### config.mk
export PLATFORM = sky130hd
export DESIGN_NAME = apb_slave_mem_flat
export DESIGN_NICKNAME = d
export VERILOG_FILES = /design/src/rtl/apb_slave_mem_if.sv /design/src/rtl/apb_slave_mem.sv /design/src/flat_wrapper.sv
export SDC_FILE = /design/constraint.sdc
export NUM_CORES = 1
export LEC_CHECK = 0
export ABC_AREA = 1
export CORE_UTILIZATION = 59
export CTS_CLUSTER_SIZE = 12
export DETAILED_ROUTE_END_ITERATION = 12
export GPL_ROUTABILITY_DRIVEN = 0
export PLACE_DENSITY = 0.82
export SLEW_MARGIN = 20
export SYNTH_ARGS = -nofsm -noshare
export SYNTH_HDL_FRONTEND = slang
export SYNTH_SLANG_ARGS = --single-unit
### constraint.sdc
create_clock -name pclk -period 2.1 [get_ports pclk]
set_input_delay 0.315 -clock pclk [delete_from_list [all_inputs] [get_ports pclk]]
set_output_delay 0.315 -clock pclk [all_outputs]
set_load 0.05 [all_outputs]
### src/rtl/apb_slave_mem_if.sv
// APB3 bus bundle between the master and the apb_slave_mem completer.
// The pslverr signal exists only when APB_SLAVE_PSLVERR_EN is defined.
interface apb_slave_mem_if #(
  parameter int ADDR_WIDTH = 4,
  parameter int DATA_WIDTH = 4
);
  logic                  psel;
  logic                  penable;
  logic                  pwrite;
  logic [ADDR_WIDTH-1:0] paddr;
  logic [DATA_WIDTH-1:0] pwdata;
  logic [DATA_WIDTH-1:0] prdata;
  logic                  pready;
`ifdef APB_SLAVE_PSLVERR_EN
  logic                  pslverr;

  modport master (
    output psel, penable, pwrite, paddr, pwdata,
    input  prdata, pready, pslverr
  );

  modport slave (
    input  psel, penable, pwrite, paddr, pwdata,
    output prdata, pready, pslverr
  );
`else
  modport master (
    output psel, penable, pwrite, paddr, pwdata,
    input  prdata, pready
  );

  modport slave (
    input  psel, penable, pwrite, paddr, pwdata,
    output prdata, pready
  );
`endif
endinterface

### src/rtl/apb_slave_mem.sv
// APB3 completer with a small register-file memory and programmable wait states.
// Optional APB_SLAVE_PSLVERR_EN flags out-of-range addresses instead of aliasing them.
//
//  state  | meaning
//  S_IDLE | waiting for psel; latches the request when it arrives
//  S_WAIT | counting wait states down; psel low aborts the transfer
//  S_DONE | pready high for one cycle; a write commits when leaving
module apb_slave_mem #(
  parameter int ADDR_WIDTH  = 4,
  parameter int DATA_WIDTH  = 4,
  parameter int MEM_DEPTH   = 4,
  parameter int WAIT_CYCLES = 2
) (
  input logic            pclk,
  input logic            presetn,
  apb_slave_mem_if.slave bus
);

  localparam int         IDX_W    = (MEM_DEPTH > 1) ? $clog2(MEM_DEPTH) : 1;
  localparam logic [3:0] CNT_LOAD = (WAIT_CYCLES == 0) ? 4'd0 : 4'(WAIT_CYCLES - 1);

  typedef enum logic [1:0] {
    S_IDLE = 2'd0,
    S_WAIT = 2'd1,
    S_DONE = 2'd2
  } state_t;

  state_t                state_q, state_d;
  logic [3:0]            cnt_q, cnt_d;
  logic [IDX_W-1:0]      idx_q, idx_d;
  logic [DATA_WIDTH-1:0] wdata_q, wdata_d;
  logic                  write_q, write_d;
  logic                  err_q, err_d;
  logic [DATA_WIDTH-1:0] prdata_q, prdata_d;
  logic                  pready_q, pready_d;
`ifdef APB_SLAVE_PSLVERR_EN
  logic                  pslverr_q, pslverr_d;
`endif

  logic [DATA_WIDTH-1:0] mem_q [MEM_DEPTH];
  logic                  mem_we;

  logic [IDX_W-1:0]      bus_idx;
  logic                  bus_err;
  logic [IDX_W-1:0]      xfer_idx;
  logic                  xfer_write;
  logic                  xfer_err;
  logic                  enter_done;

  assign bus_idx = bus.paddr[IDX_W-1:0];

`ifdef APB_SLAVE_PSLVERR_EN
  // Address bits between the index and the memory-select MSB must be zero.
  logic [ADDR_WIDTH-2:0] bus_lo;
  assign bus_lo  = bus.paddr[ADDR_WIDTH-2:0];
  assign bus_err = |(bus_lo >> IDX_W);
`else
  assign bus_err = 1'b0;
`endif

  always_comb begin
    state_d    = state_q;
    cnt_d      = cnt_q;
    idx_d      = idx_q;
    wdata_d    = wdata_q;
    write_d    = write_q;
    err_d      = err_q;
    prdata_d   = prdata_q;
    pready_d   = 1'b0;
`ifdef APB_SLAVE_PSLVERR_EN
    pslverr_d  = 1'b0;
`endif
    mem_we     = 1'b0;
    enter_done = 1'b0;
    xfer_idx   = idx_q;
    xfer_write = write_q;
    xfer_err   = err_q;

    case (state_q)
      S_IDLE: begin
        if (bus.psel) begin
          idx_d      = bus_idx;
          wdata_d    = bus.pwdata;
          write_d    = bus.pwrite;
          err_d      = bus_err;
          // With no wait states the DONE entry happens on the latching edge,
          // so the read must use the live bus fields rather than the latches.
          xfer_idx   = bus_idx;
          xfer_write = bus.pwrite;
          xfer_err   = bus_err;
          if (WAIT_CYCLES == 0) begin
            enter_done = 1'b1;
          end else begin
            cnt_d   = CNT_LOAD;
            state_d = S_WAIT;
          end
        end
      end
      S_WAIT: begin
        if (!bus.psel) begin
          state_d = S_IDLE;
        end else if (cnt_q == 4'd0) begin
          enter_done = 1'b1;
        end else begin
          cnt_d = cnt_q - 4'd1;
        end
      end
      S_DONE: begin
        state_d = S_IDLE;
        mem_we  = write_q && bus.psel && bus.penable && !err_q;
      end
      default: begin
        state_d = S_IDLE;
      end
    endcase

    if (enter_done) begin
      state_d  = S_DONE;
      pready_d = 1'b1;
`ifdef APB_SLAVE_PSLVERR_EN
      pslverr_d = xfer_err;
`endif
      if (xfer_err) begin
        prdata_d = '0;
      end else if (!xfer_write) begin
        prdata_d = mem_q[xfer_idx];
      end
    end
  end

  always_ff @(posedge pclk or negedge presetn) begin
    if (!presetn) begin
      state_q   <= S_IDLE;
      cnt_q     <= 4'd0;
      idx_q     <= '0;
      wdata_q   <= '0;
      write_q   <= 1'b0;
      err_q     <= 1'b0;
      prdata_q  <= '0;
      pready_q  <= 1'b0;
`ifdef APB_SLAVE_PSLVERR_EN
      pslverr_q <= 1'b0;
`endif
    end else begin
      state_q   <= state_d;
      cnt_q     <= cnt_d;
      idx_q     <= idx_d;
      wdata_q   <= wdata_d;
      write_q   <= write_d;
      err_q     <= err_d;
      prdata_q  <= prdata_d;
      pready_q  <= pready_d;
`ifdef APB_SLAVE_PSLVERR_EN
      pslverr_q <= pslverr_d;
`endif
    end
  end

  always_ff @(posedge pclk or negedge presetn) begin
    if (!presetn) begin
      for (int i = 0; i < MEM_DEPTH; i++) begin
        mem_q[i] <= '0;
      end
    end else if (mem_we) begin
      mem_q[idx_q] <= wdata_q;
    end
  end

  assign bus.prdata  = prdata_q;
  assign bus.pready  = pready_q;
`ifdef APB_SLAVE_PSLVERR_EN
  assign bus.pslverr = pslverr_q;
`endif

endmodule

### src/flat_wrapper.sv
// flat-port wrapper written by rule: the top's interface ports become plain ports
module apb_slave_mem_flat 
#(
  parameter int ADDR_WIDTH  = 4,
  parameter int DATA_WIDTH  = 4,
  parameter int MEM_DEPTH   = 4,
  parameter int WAIT_CYCLES = 2
)
  (pclk, presetn, bus_psel, bus_penable, bus_pwrite, bus_paddr, bus_pwdata, bus_prdata, bus_pready);
  apb_slave_mem_if #(.ADDR_WIDTH(ADDR_WIDTH), .DATA_WIDTH(DATA_WIDTH)) bus_i ();
  input logic pclk;
  input logic presetn;
  input wire logic [$bits(bus_i.psel)-1:0] bus_psel;
  input wire logic [$bits(bus_i.penable)-1:0] bus_penable;
  input wire logic [$bits(bus_i.pwrite)-1:0] bus_pwrite;
  input wire logic [$bits(bus_i.paddr)-1:0] bus_paddr;
  input wire logic [$bits(bus_i.pwdata)-1:0] bus_pwdata;
  output wire logic [$bits(bus_i.prdata)-1:0] bus_prdata;
  output wire logic [$bits(bus_i.pready)-1:0] bus_pready;
  assign bus_i.psel = bus_psel;
  assign bus_i.penable = bus_penable;
  assign bus_i.pwrite = bus_pwrite;
  assign bus_i.paddr = bus_paddr;
  assign bus_i.pwdata = bus_pwdata;
  assign bus_prdata = bus_i.prdata;
  assign bus_pready = bus_i.pready;
  apb_slave_mem #(.ADDR_WIDTH(ADDR_WIDTH), .DATA_WIDTH(DATA_WIDTH), .MEM_DEPTH(MEM_DEPTH), .WAIT_CYCLES(WAIT_CYCLES)) u_core (.pclk(pclk), .presetn(presetn), .bus(bus_i));
endmodule
==> out/metrics.cfg, run 1 <==
[critical_path]
cp_max_fo=2
ff2ff_setup_slack_ns=0.53
startpoint=u_core.bus.prdata[3]
cp-endpoint=bus_prdata[3]
crit_family=buffers and inverters
path_cells=clkdlybuf4s50_1
end_kind=output port
critPathBufInv=1
critPathLaunchType=flip-flop
r2r-end=u_core.bus.prdata[1]
worst-endpoint-required_ns=1.78
cpMaxStageDelayCell=clkdlybuf4s50_1
crit-reg2reg-launch=u_core.state_q[1]
worst-setup-path-type=flip-flop to output port
cp_slowest_stage_delay_ns=0.81
worstPathArrival_ns=1.52
rr_worst_depth=8
cp_num_cells=1

[sta]
final_hold_viol_count=0
worst_pin_slew_ns=0.505
slew_violations=0
rsz0062_at_grt=false
worst_slack_ns=0.264
maxSlewHeadroom_pct=66.2
setup_viol=0
fin_crit_ns=1.84
clock_skew_ns=0.00400
period_share_pct=87.4
max_clock_freq_mhz=545
holdWs_ns=0.372
tns_ns=0

[finish]
n_antenna_cell=0
final_cell_area_sq_um=1890
layout_commonest_cell=nand2_1
multi_input_area_sq_um=688
final_nets=218
final_util_pct=73.7
seq_area_sq_um=876
area_growth_pct=14.3
drive_gt1_share_pct=15.2
fin_cells=234
layout_common_cells=nand2_1, dfrtp_1, nand3_1, o21ai_1, clkdlybuf4s50_1
fillers=187

[clock_network]
cts_buffers=5
h-tree-depth=2
hold_buffers=0
cts_setup_buffers=0
cts_tree=done
path_clk_slew_ns=0.10
clock_latency_ns=0.34
cts_sinks=35
cts_resized=0
clockBufferDepth=2
cts-root-buf=clkbuf_4

[yosys]
yosys-top-cells-area=dfrtp_1, nand2_1, nand3_1
ys_types=21
synth_nets=196
synth_top_area_share_pct=52.9
synth.cell_area_sq_um=1660
ys_ff_latch=35
syn_area_per_cell_sq_um=9.15
yosysSeqAreaShare_pct=52.9
netlist_instances=181
yosysTopAreaCell=dfrtp_1
ys.warnings.count=0

[grt]
grt_pass1_wl_um=5230
grt.overflow.total=0
antenna_found_initial=0
grtUsageTotal_pct=25.7
grt_pass1_vias=1254
grt_start_max_net_pins=36

[floorplanning]
dieArea_sq_um=3020
start_util_pct=64.5
ioPinCount=18
die_w_um=55.0
core_sq_um=2570
die_y_um=55.0
placementRows=18

[route]
vias=1308
drc=0
drt_iter0_drc=56
wl_per_cell_um=13.7
first_pass_iters=4
postRouteAntennaNets=0
vias_per_cell=5.59
routed_wl_um=3210

[placement]
io_buffers=15
place.detailed.instances=226
dpl_cell_area_sq_um=1840
dp_hpwl_um=2400
dp_slack_ns=0.219

[power_and_ir_drop]
total_power_mw=2.36
p_leak_nw=0.914
p_per_area_nw_per_um2=1250
peakVddDrop_uv=997

[min_path]
hold_class=input pin to async pin

[flow_run]
max_cap_viol_count=0

[run_status]
status=finished, final reports clean

cell usage after synthesis:
cell       n
nor2_1     8
o21ai_2    1
nand2_1   42
nor2_2     3
nand3_2    1
nand2_2    3
o22ai_1    1
o21ai_1   16
buf_6      1
a21oi_1    6
dfrtp_1   35
nand2_4    3
nand3_1   31
nand4_4    4
inv_2      7
ha_1       2
inv_1     13
nand3b_1   1
nor3_1     1
nor3_4     1
buf_2      1
layout make-up:
cell class                 count  area share (%)
clock inverter                 1           0.265
clock buffer                   7            2.38
sequential                    35            46.3
tap                           30            1.98
timing repair buffer          17            8.73
multi-input combinational    124            36.4
inverter                      20            3.97
worst min-delay path by stage:
stage,startpoint,endpoint,depth (start not counted)
after detailed placement,u_core.bus.prdata[2],u_core.bus.prdata[2],2
after global routing,presetn,u_core.cnt_q[1],2
after global placement,u_core.bus.prdata[2],u_core.bus.prdata[2],2
after floorplan,presetn,u_core.bus.prdata[0],0
after CTS,presetn,u_core.write_q,2
final,presetn,u_core.cnt_q[2],2
sequential cells by signal, indices dropped and copies added (netlist names):
| name | cells |
|---|---|
| u_core.bus.prdata | 4 |
| u_core.bus.pready | 1 |
| u_core.cnt_q | 4 |
| u_core.err_q | 1 |
| u_core.idx_q | 2 |
| u_core.mem_q | 16 |
| u_core.state_q | 2 |
| u_core.wdata_q | 4 |
| u_core.write_q | 1 |
cell families (layout without fill, tap and decap cells):
group | Yosys count | after routing | share of synthesized area (%)
compound gates | 24 | 24 | 7.56
fa+ha+maj | 2 | 2 | 1.51
buf+inv | 22 | 45 | 5.52
flops | 35 | 35 | 52.9
simple gates | 98 | 98 | 32.5
per-layer routing:
layer	routed length [um]	global-route usage [%]
met1	1400	30.9
met5	0	0
met2	1560	41.4
met3	182	8.74
met4	65	12.1
power breakdown:
group / leakage (nW) / internal (mW) / switching, mW / total (mW)
sequential: 0.460 / 0.885 / 0.161 / 1.05
clock: 0.0293 / 0.130 / 0.211 / 0.341
combinational: 0.425 / 0.316 / 0.659 / 0.975
total: 0.914 / 1.33 / 1.03 / 2.36
Power figures use the tool's default switching activity.
==> run 2: changes to the inputs <==
Settings changed: GPL_ROUTABILITY_DRIVEN 0 to not set.
==> results of run 2 <==
No change in the layout: final DEF, timing and power equal those of run 1.
